File: src/rtl/incr_arbiter.sv
// Round-robin arbiter that grants one requester at a time access to a shared
// counter increment, waits for the datapath echo, and reports completion or timeout.
module incr_arbiter #(
    parameter int NUM_REQ = 4,
    parameter int TIMEOUT = 4
) (
    input  logic               clk,
    input  logic               rst,
    input  logic [NUM_REQ-1:0] req_in,
    input  logic               ack_in,
    output logic               incr_out,
    output logic [NUM_REQ-1:0] grant_out,
    output logic [NUM_REQ-1:0] done_out,
    output logic               err_out,
    output logic [7:0]         grant_count_out,
    output logic [1:0]         dbg_state_o
);

    localparam int PTR_W = (NUM_REQ > 1) ? $clog2(NUM_REQ) : 1;

    // Handshake: incr_out is a one-cycle strobe in ISSUE; ack_in is the
    // datapath's registered echo and is only honoured while in WAIT_ACK.
    typedef enum logic [1:0] {
        IDLE     = 2'd0,
        ISSUE    = 2'd1,
        WAIT_ACK = 2'd2
    } state_t;

    state_t             state_q, state_d;
    logic [PTR_W-1:0]   ptr_q, ptr_d;
    logic [3:0]         timer_q, timer_d;
    logic [NUM_REQ-1:0] grant_q, grant_d;
    logic [NUM_REQ-1:0] done_q, done_d;
    logic               err_q, err_d;
    logic [7:0]         count_q, count_d;

    logic [PTR_W-1:0]   win_idx;
    logic [PTR_W-1:0]   win_next;

    // Lowest set bit at or above ptr wins; failing that, the lowest set bit below ptr.
    always_comb begin
        win_idx = '0;
        for (int j = NUM_REQ - 1; j >= 0; j--) begin
            if (req_in[j] && (j < int'(ptr_q))) begin
                win_idx = PTR_W'(j);
            end
        end
        for (int j = NUM_REQ - 1; j >= 0; j--) begin
            if (req_in[j] && (j >= int'(ptr_q))) begin
                win_idx = PTR_W'(j);
            end
        end
    end

    assign win_next = (win_idx == PTR_W'(NUM_REQ - 1)) ? '0 : win_idx + 1'b1;

    always_comb begin
        state_d = state_q;
        ptr_d   = ptr_q;
        timer_d = timer_q;
        grant_d = grant_q;
        done_d  = '0;
        err_d   = err_q;
        count_d = count_q;

        unique case (state_q)
            IDLE: begin
                if (|req_in) begin
                    grant_d = NUM_REQ'(1) << win_idx;
                    ptr_d   = win_next;
                    state_d = ISSUE;
                end else begin
                    grant_d = '0;
                end
            end
            ISSUE: begin
                timer_d = '0;
                state_d = WAIT_ACK;
            end
            WAIT_ACK: begin
                if (ack_in) begin
                    done_d  = grant_q;
                    count_d = count_q + 8'd1;
                    grant_d = '0;
                    timer_d = '0;
                    state_d = IDLE;
                end else if (timer_q == 4'(TIMEOUT - 1)) begin
                    err_d   = 1'b1;
                    grant_d = '0;
                    timer_d = '0;
                    state_d = IDLE;
                end else begin
                    timer_d = timer_q + 4'd1;
                end
            end
            default: begin
                grant_d = '0;
                timer_d = '0;
                state_d = IDLE;
            end
        endcase
    end

    always_ff @(posedge clk) begin
        if (rst) begin
            state_q <= IDLE;
            ptr_q   <= '0;
            timer_q <= '0;
            grant_q <= '0;
            done_q  <= '0;
            err_q   <= 1'b0;
            count_q <= '0;
        end else begin
            state_q <= state_d;
            ptr_q   <= ptr_d;
            timer_q <= timer_d;
            grant_q <= grant_d;
            done_q  <= done_d;
            err_q   <= err_d;
            count_q <= count_d;
        end
    end

    assign incr_out        = (state_q == ISSUE);
    assign grant_out       = grant_q;
    assign done_out        = done_q;
    assign err_out         = err_q;
    assign grant_count_out = count_q;
    assign dbg_state_o     = state_q;

endmodule

File: config.mk
export PLATFORM = sky130hd
export DESIGN_NAME = incr_arbiter
export DESIGN_NICKNAME = d
export VERILOG_FILES = /design/src/rtl/incr_arbiter.sv
export SDC_FILE = /design/constraint.sdc
export NUM_CORES = 1
export LEC_CHECK = 0
export BUFFER_PORTS_ARGS = -buffer_cell sky130_fd_sc_hd__buf_2
export CAP_MARGIN = 0
export CORE_MARGIN = 5
export CORE_UTILIZATION = 55
export CTS_BUF_LIST = sky130_fd_sc_hd__clkbuf_16
export CTS_CLUSTER_SIZE = 28
export DETAILED_ROUTE_END_ITERATION = 8
export PLACE_DENSITY = 0.82
export SKIP_LAST_GASP = 1
export SLEW_MARGIN = 15
export SYNTH_ARGS = -nofsm -noshare
export SYNTH_HDL_FRONTEND = slang
export SYNTH_SLANG_ARGS = --single-unit
File: constraint.sdc
create_clock -name clk -period 3.5 [get_ports clk]
set_clock_uncertainty 0.05 [all_clocks]
set_input_delay 0.175 -clock clk [delete_from_list [all_inputs] [get_ports clk]]
set_output_delay 0.175 -clock clk [all_outputs]
set_load 0.005 [all_outputs]
==> impl_metrics.prom <==
# TYPE chip_impl_metric gauge
chip_impl_metric{name="placement.io_buffers",unit=""} 26
chip_impl_metric{name="total_leakage_power",unit="uW"} 0.000617
chip_impl_metric{name="shortest_period_the_worst_path_allows",unit="ns"} 1.72
chip_impl_metric{name="clock_latency",unit="ns"} 0.26
chip_impl_metric{name="cts.sink_count",unit=""} 25
chip_impl_metric{name="cts.path.max_buffers",unit=""} 2
chip_impl_metric{name="nets",unit=""} 162
chip_impl_metric{name="postSynthNetCount",unit=""} 134
chip_impl_metric{name="die-area",unit="um2"} 3030
chip_impl_metric{name="place_hpwl",unit="um"} 1740
chip_impl_metric{name="p_int",unit="uW"} 495
chip_impl_metric{name="slew_headroom",unit="%"} 57.7
chip_impl_metric{name="power_frac_comb",unit="%"} 13.7
chip_impl_metric{name="setup-violations-final",unit=""} 0
chip_impl_metric{name="timing.final.hold_violations",unit=""} 0
chip_impl_metric{name="post-route-cell-area",unit="um2"} 1350
chip_impl_metric{name="io_pins",unit=""} 27
chip_impl_metric{name="placement.cell_area",unit="um2"} 1270
chip_impl_info{name="start_kind",value="register"} 1
chip_impl_metric{name="fin_crit_sh",unit="%"} 49.2
chip_impl_metric{name="number_of_antenna_violations_at_the_first_check_in_global_routing",unit=""} 0
chip_impl_metric{name="syn_area_per_cell",unit="um2"} 9.23
chip_impl_metric{name="setup_total_negative_slack",unit="ns"} 0
chip_impl_metric{name="synth-warning-count",unit=""} 0
chip_impl_info{name="synth_area_leader_cell",value="sky130_fd_sc_hd__dfxtp_1"} 1
chip_impl_metric{name="power_density",unit="nW/um2"} 491
chip_impl_metric{name="route.detailed.vias_per_inst",unit=""} 5.50
chip_impl_info{name="post-synth-top-count-cell",value="sky130_fd_sc_hd__dfxtp_1"} 1
chip_impl_metric{name="synth-edff-count",unit=""} 0
chip_impl_metric{name="post-cts-setup-buffers",unit=""} 0
chip_impl_metric{name="area_growth",unit="%"} 20.9
chip_impl_metric{name="first_global_vias",unit=""} 954
chip_impl_metric{name="report.final.slew_viol_count",unit=""} 0
chip_impl_metric{name="async_reset_ff_share",unit="%"} 0
chip_impl_metric{name="worst-path-max-fanout",unit=""} 5
chip_impl_metric{name="antenna_cells_inserted",unit=""} 0
chip_impl_metric{name="route.final.wire_length",unit="um"} 2480
chip_impl_metric{name="grt_max_degree",unit=""} 23
chip_impl_metric{name="total_of_hold_buffers_inserted_after_clock_tree_synthesis",unit=""} 0
chip_impl_info{name="min-delay-path-class",value="input pin to register"} 1
chip_impl_metric{name="synth-seq-area-share",unit="%"} 44.8
chip_impl_metric{name="synth_cell_types",unit=""} 32
chip_impl_info{name="timing.rr.end",value="ptr_q[1]"} 1
chip_impl_metric{name="layout-drive-gt1-share",unit="%"} 23.6
chip_impl_metric{name="instances_no_fill",unit=""} 175
chip_impl_metric{name="placement_rows",unit=""} 16
chip_impl_info{name="end_kind",value="register"} 1
chip_impl_metric{name="starting_density_of_the_core",unit="%"} 57.5
chip_impl_metric{name="timing.reg2reg.worst_path_depth",unit=""} 6
chip_impl_info{name="status",value="finished, final reports clean"} 1
chip_impl_info{name="holdCritStartpoint",value="req_in[2]"} 1
chip_impl_metric{name="clock_power_share",unit="%"} 38.5
chip_impl_metric{name="ant_nets",unit=""} 0
chip_impl_metric{name="worst-r2r-setup-slack",unit="ns"} 1.78
chip_impl_metric{name="p_seq_share",unit="%"} 47.8
chip_impl_metric{name="placeableCoreArea",unit="um2"} 1940
chip_impl_info{name="worstHoldEndpoint",value="dbg_state_o[0]"} 1
chip_impl_metric{name="power_switching",unit="uW"} 169
chip_impl_metric{name="synthesis.area",unit="um2"} 1120
chip_impl_metric{name="switching_portion_of_total_power",unit="%"} 25.5
chip_impl_metric{name="post_cts.resized_instances",unit=""} 0
chip_impl_metric{name="ir_drop_worst_case_vdd",unit="mV"} 0.312
chip_impl_metric{name="worst_slew_pin_slew",unit="ns"} 0.629
chip_impl_metric{name="cp_data_required_time",unit="ns"} 3.59
chip_impl_info{name="tritoncts",value="yes"} 1
chip_impl_info{name="critPathKind",value="register to register"} 1
chip_impl_metric{name="post_synth_inst_count",unit=""} 121
chip_impl_metric{name="cap_violations",unit=""} 0
chip_impl_metric{name="routabilityCongestion",unit=""} 0.735
chip_impl_metric{name="route.detailed.wl_per_inst",unit="um"} 14.1
chip_impl_metric{name="placed_cells",unit=""} 171
chip_impl_metric{name="die_height",unit="um"} 55.1
chip_impl_metric{name="hold_path_depth",unit=""} 3
chip_impl_metric{name="num_vias",unit=""} 962
chip_impl_metric{name="route.detailed.drc",unit=""} 0
chip_impl_info{name="yosys-top-cells-count",value="25 x sky130_fd_sc_hd__dfxtp_1, 22 x sky130_fd_sc_hd__nor2_1, 8 x sky130_fd_sc_hd__a21oi_1"} 1
chip_impl_info{name="rsz0062_at_grt",value="no"} 1
chip_impl_info{name="clock_tree.root_cell",value="sky130_fd_sc_hd__clkbuf_16"} 1
chip_impl_metric{name="die_width",unit="um"} 55.1
chip_impl_info{name="critical_path.reg2reg.startpoint",value="ptr_q[0]"} 1
chip_impl_metric{name="grtUsageTotal",unit="%"} 18.4
chip_impl_metric{name="synth_largest_type_area_fraction",unit="%"} 44.8
chip_impl_metric{name="detailedRoute.firstIterationViolations",unit=""} 15
chip_impl_info{name="synth_flop_cell",value="sky130_fd_sc_hd__dfxtp_1"} 1
chip_impl_metric{name="global_route_wire_length_before_repair",unit="um"} 3990
chip_impl_metric{name="synth-seq-cells",unit=""} 25
chip_impl_metric{name="drt_first_pass_iters",unit=""} 4
chip_impl_metric{name="clock_buffers_created_by_tritoncts",unit=""} 3
chip_impl_metric{name="worst_setup_hold_path_clk_slew",unit="ns"} 0.06
chip_impl_metric{name="critPathArrivalTime",unit="ns"} 1.81
chip_impl_info{name="synthTopCellsByArea",value="sky130_fd_sc_hd__dfxtp_1 45%, sky130_fd_sc_hd__nor2_1 7.4%, sky130_fd_sc_hd__ha_1 6.7%"} 1
chip_impl_metric{name="maxClockFrequency",unit="MHz"} 581
chip_impl_metric{name="cts.htree.levels",unit=""} 1
chip_impl_metric{name="globalRouteOverflowTotal",unit=""} 0
## critical path: stages (launching register included)
cell and delay (ns):
sky130_fd_sc_hd__dfxtp_1 0.41, sky130_fd_sc_hd__o221ai_1 0.19, sky130_fd_sc_hd__a21oi_1 0.36, sky130_fd_sc_hd__inv_1 0.13, sky130_fd_sc_hd__ha_1 0.29, sky130_fd_sc_hd__mux2i_1 0.13
sky130_fd_sc_hd__nor2_1 0.05
## metal layers
| layer | GRT usage (%) | part of all wire (%) | vias up |
|---|---|---|---|
| met4 | 11.3 | 3.2 | 0 |
| met1 | 21.9 | 42 | 444 |
| met3 | 1.88 | 4.0 | 11 |
| met2 | 31.3 | 51 | 35 |
| li1 | - | - | 472 |
| met5 | 0 | 0 | - |
## cell type report
type,instances,area (um2)
multi-input combinational,87,582
clock buffer,3,75.1
inverter,6,22.5
sequential,25,500
fill,168,591
timing repair buffer,26,130
tap,27,33.8
clock inverter,1,7.51
## how the worst max path moves through the flow
| stage | endpoint | start | cells after the start |
|---|---|---|---|
| global placement | ptr_q[1] | ptr_q[0] | 6 |
| finish | ptr_q[1] | ptr_q[0] | 6 |
| global route | grant_out[1] | timer_q[0] | 5 |
| CTS | ptr_q[1] | ptr_q[0] | 6 |
| floorplan | ptr_q[1] | ptr_q[0] | 6 |
| detailed placement | ptr_q[1] | ptr_q[0] | 6 |
## cell families (layout without fill, tap and decap cells)
| family | count (synthesis) | after routing | share of synthesized area (%) |
|---|---|---|---|
| compound gates | 21 | 21 | 13.0 |
| xor+xnor | 7 | 7 | 5.49 |
| fa+ha+maj | 6 | 6 | 6.72 |
| buf+inv | 9 | 36 | 3.14 |
| flops | 25 | 25 | 44.8 |
| mux | 1 | 1 | 0.896 |
| simple gates | 52 | 52 | 26.0 |
## state kept, by name, indices dropped and copies added, names as in the netlist
register         flops
grant_count_out      8
done_out             4
grant_out            4
timer_q              4
dbg_state_o          2
ptr_q                2
err_out              1
## per-stage QoR
step	power [uW]	hold WS (ns)	setup WS, ns	utilization (%)
5_1_grt	693	0.293	1.70	69.6
3_3_place_gp	405	0.421	1.94	65.3
4_1_cts	668	0.241	1.80	69.6
3_5_place_dp	412	0.432	1.86	65.3
6_report	664	0.265	1.78	69.6
2_1_floorplan	380	0.197	2.06	-
## power groups by stage
stage | registers, uW | clock network (uW) | logic (uW)
2_1_floorplan | 319 | 0 | 60.8
3_3_place_gp | 321 | 0 | 84.2
3_5_place_dp | 322 | 0 | 89.4
4_1_cts | 317 | 260 | 91.3
5_1_grt | 319 | 272 | 102
6_report | 317 | 255 | 91.2
## cells in the final DEF (no fill, tap or decap), types with 2 or more instances in the layout
cell,instances
sky130_fd_sc_hd__nand2_1,6
sky130_fd_sc_hd__dfxtp_1,25
sky130_fd_sc_hd__a22oi_1,5
sky130_fd_sc_hd__and2_1,4
sky130_fd_sc_hd__clkbuf_16,3
sky130_fd_sc_hd__a21oi_1,8
sky130_fd_sc_hd__nor4_1,3
sky130_fd_sc_hd__nand4_1,2
sky130_fd_sc_hd__inv_1,6
sky130_fd_sc_hd__xnor2_1,4
sky130_fd_sc_hd__xor2_1,3
sky130_fd_sc_hd__nand3_1,2
sky130_fd_sc_hd__buf_2,26
sky130_fd_sc_hd__o21ai_0,2
sky130_fd_sc_hd__nor2_1,22
sky130_fd_sc_hd__nor3b_1,2
sky130_fd_sc_hd__nor3_1,3
sky130_fd_sc_hd__o221ai_1,2
sky130_fd_sc_hd__ha_1,6
Power figures use the tool's default switching activity.
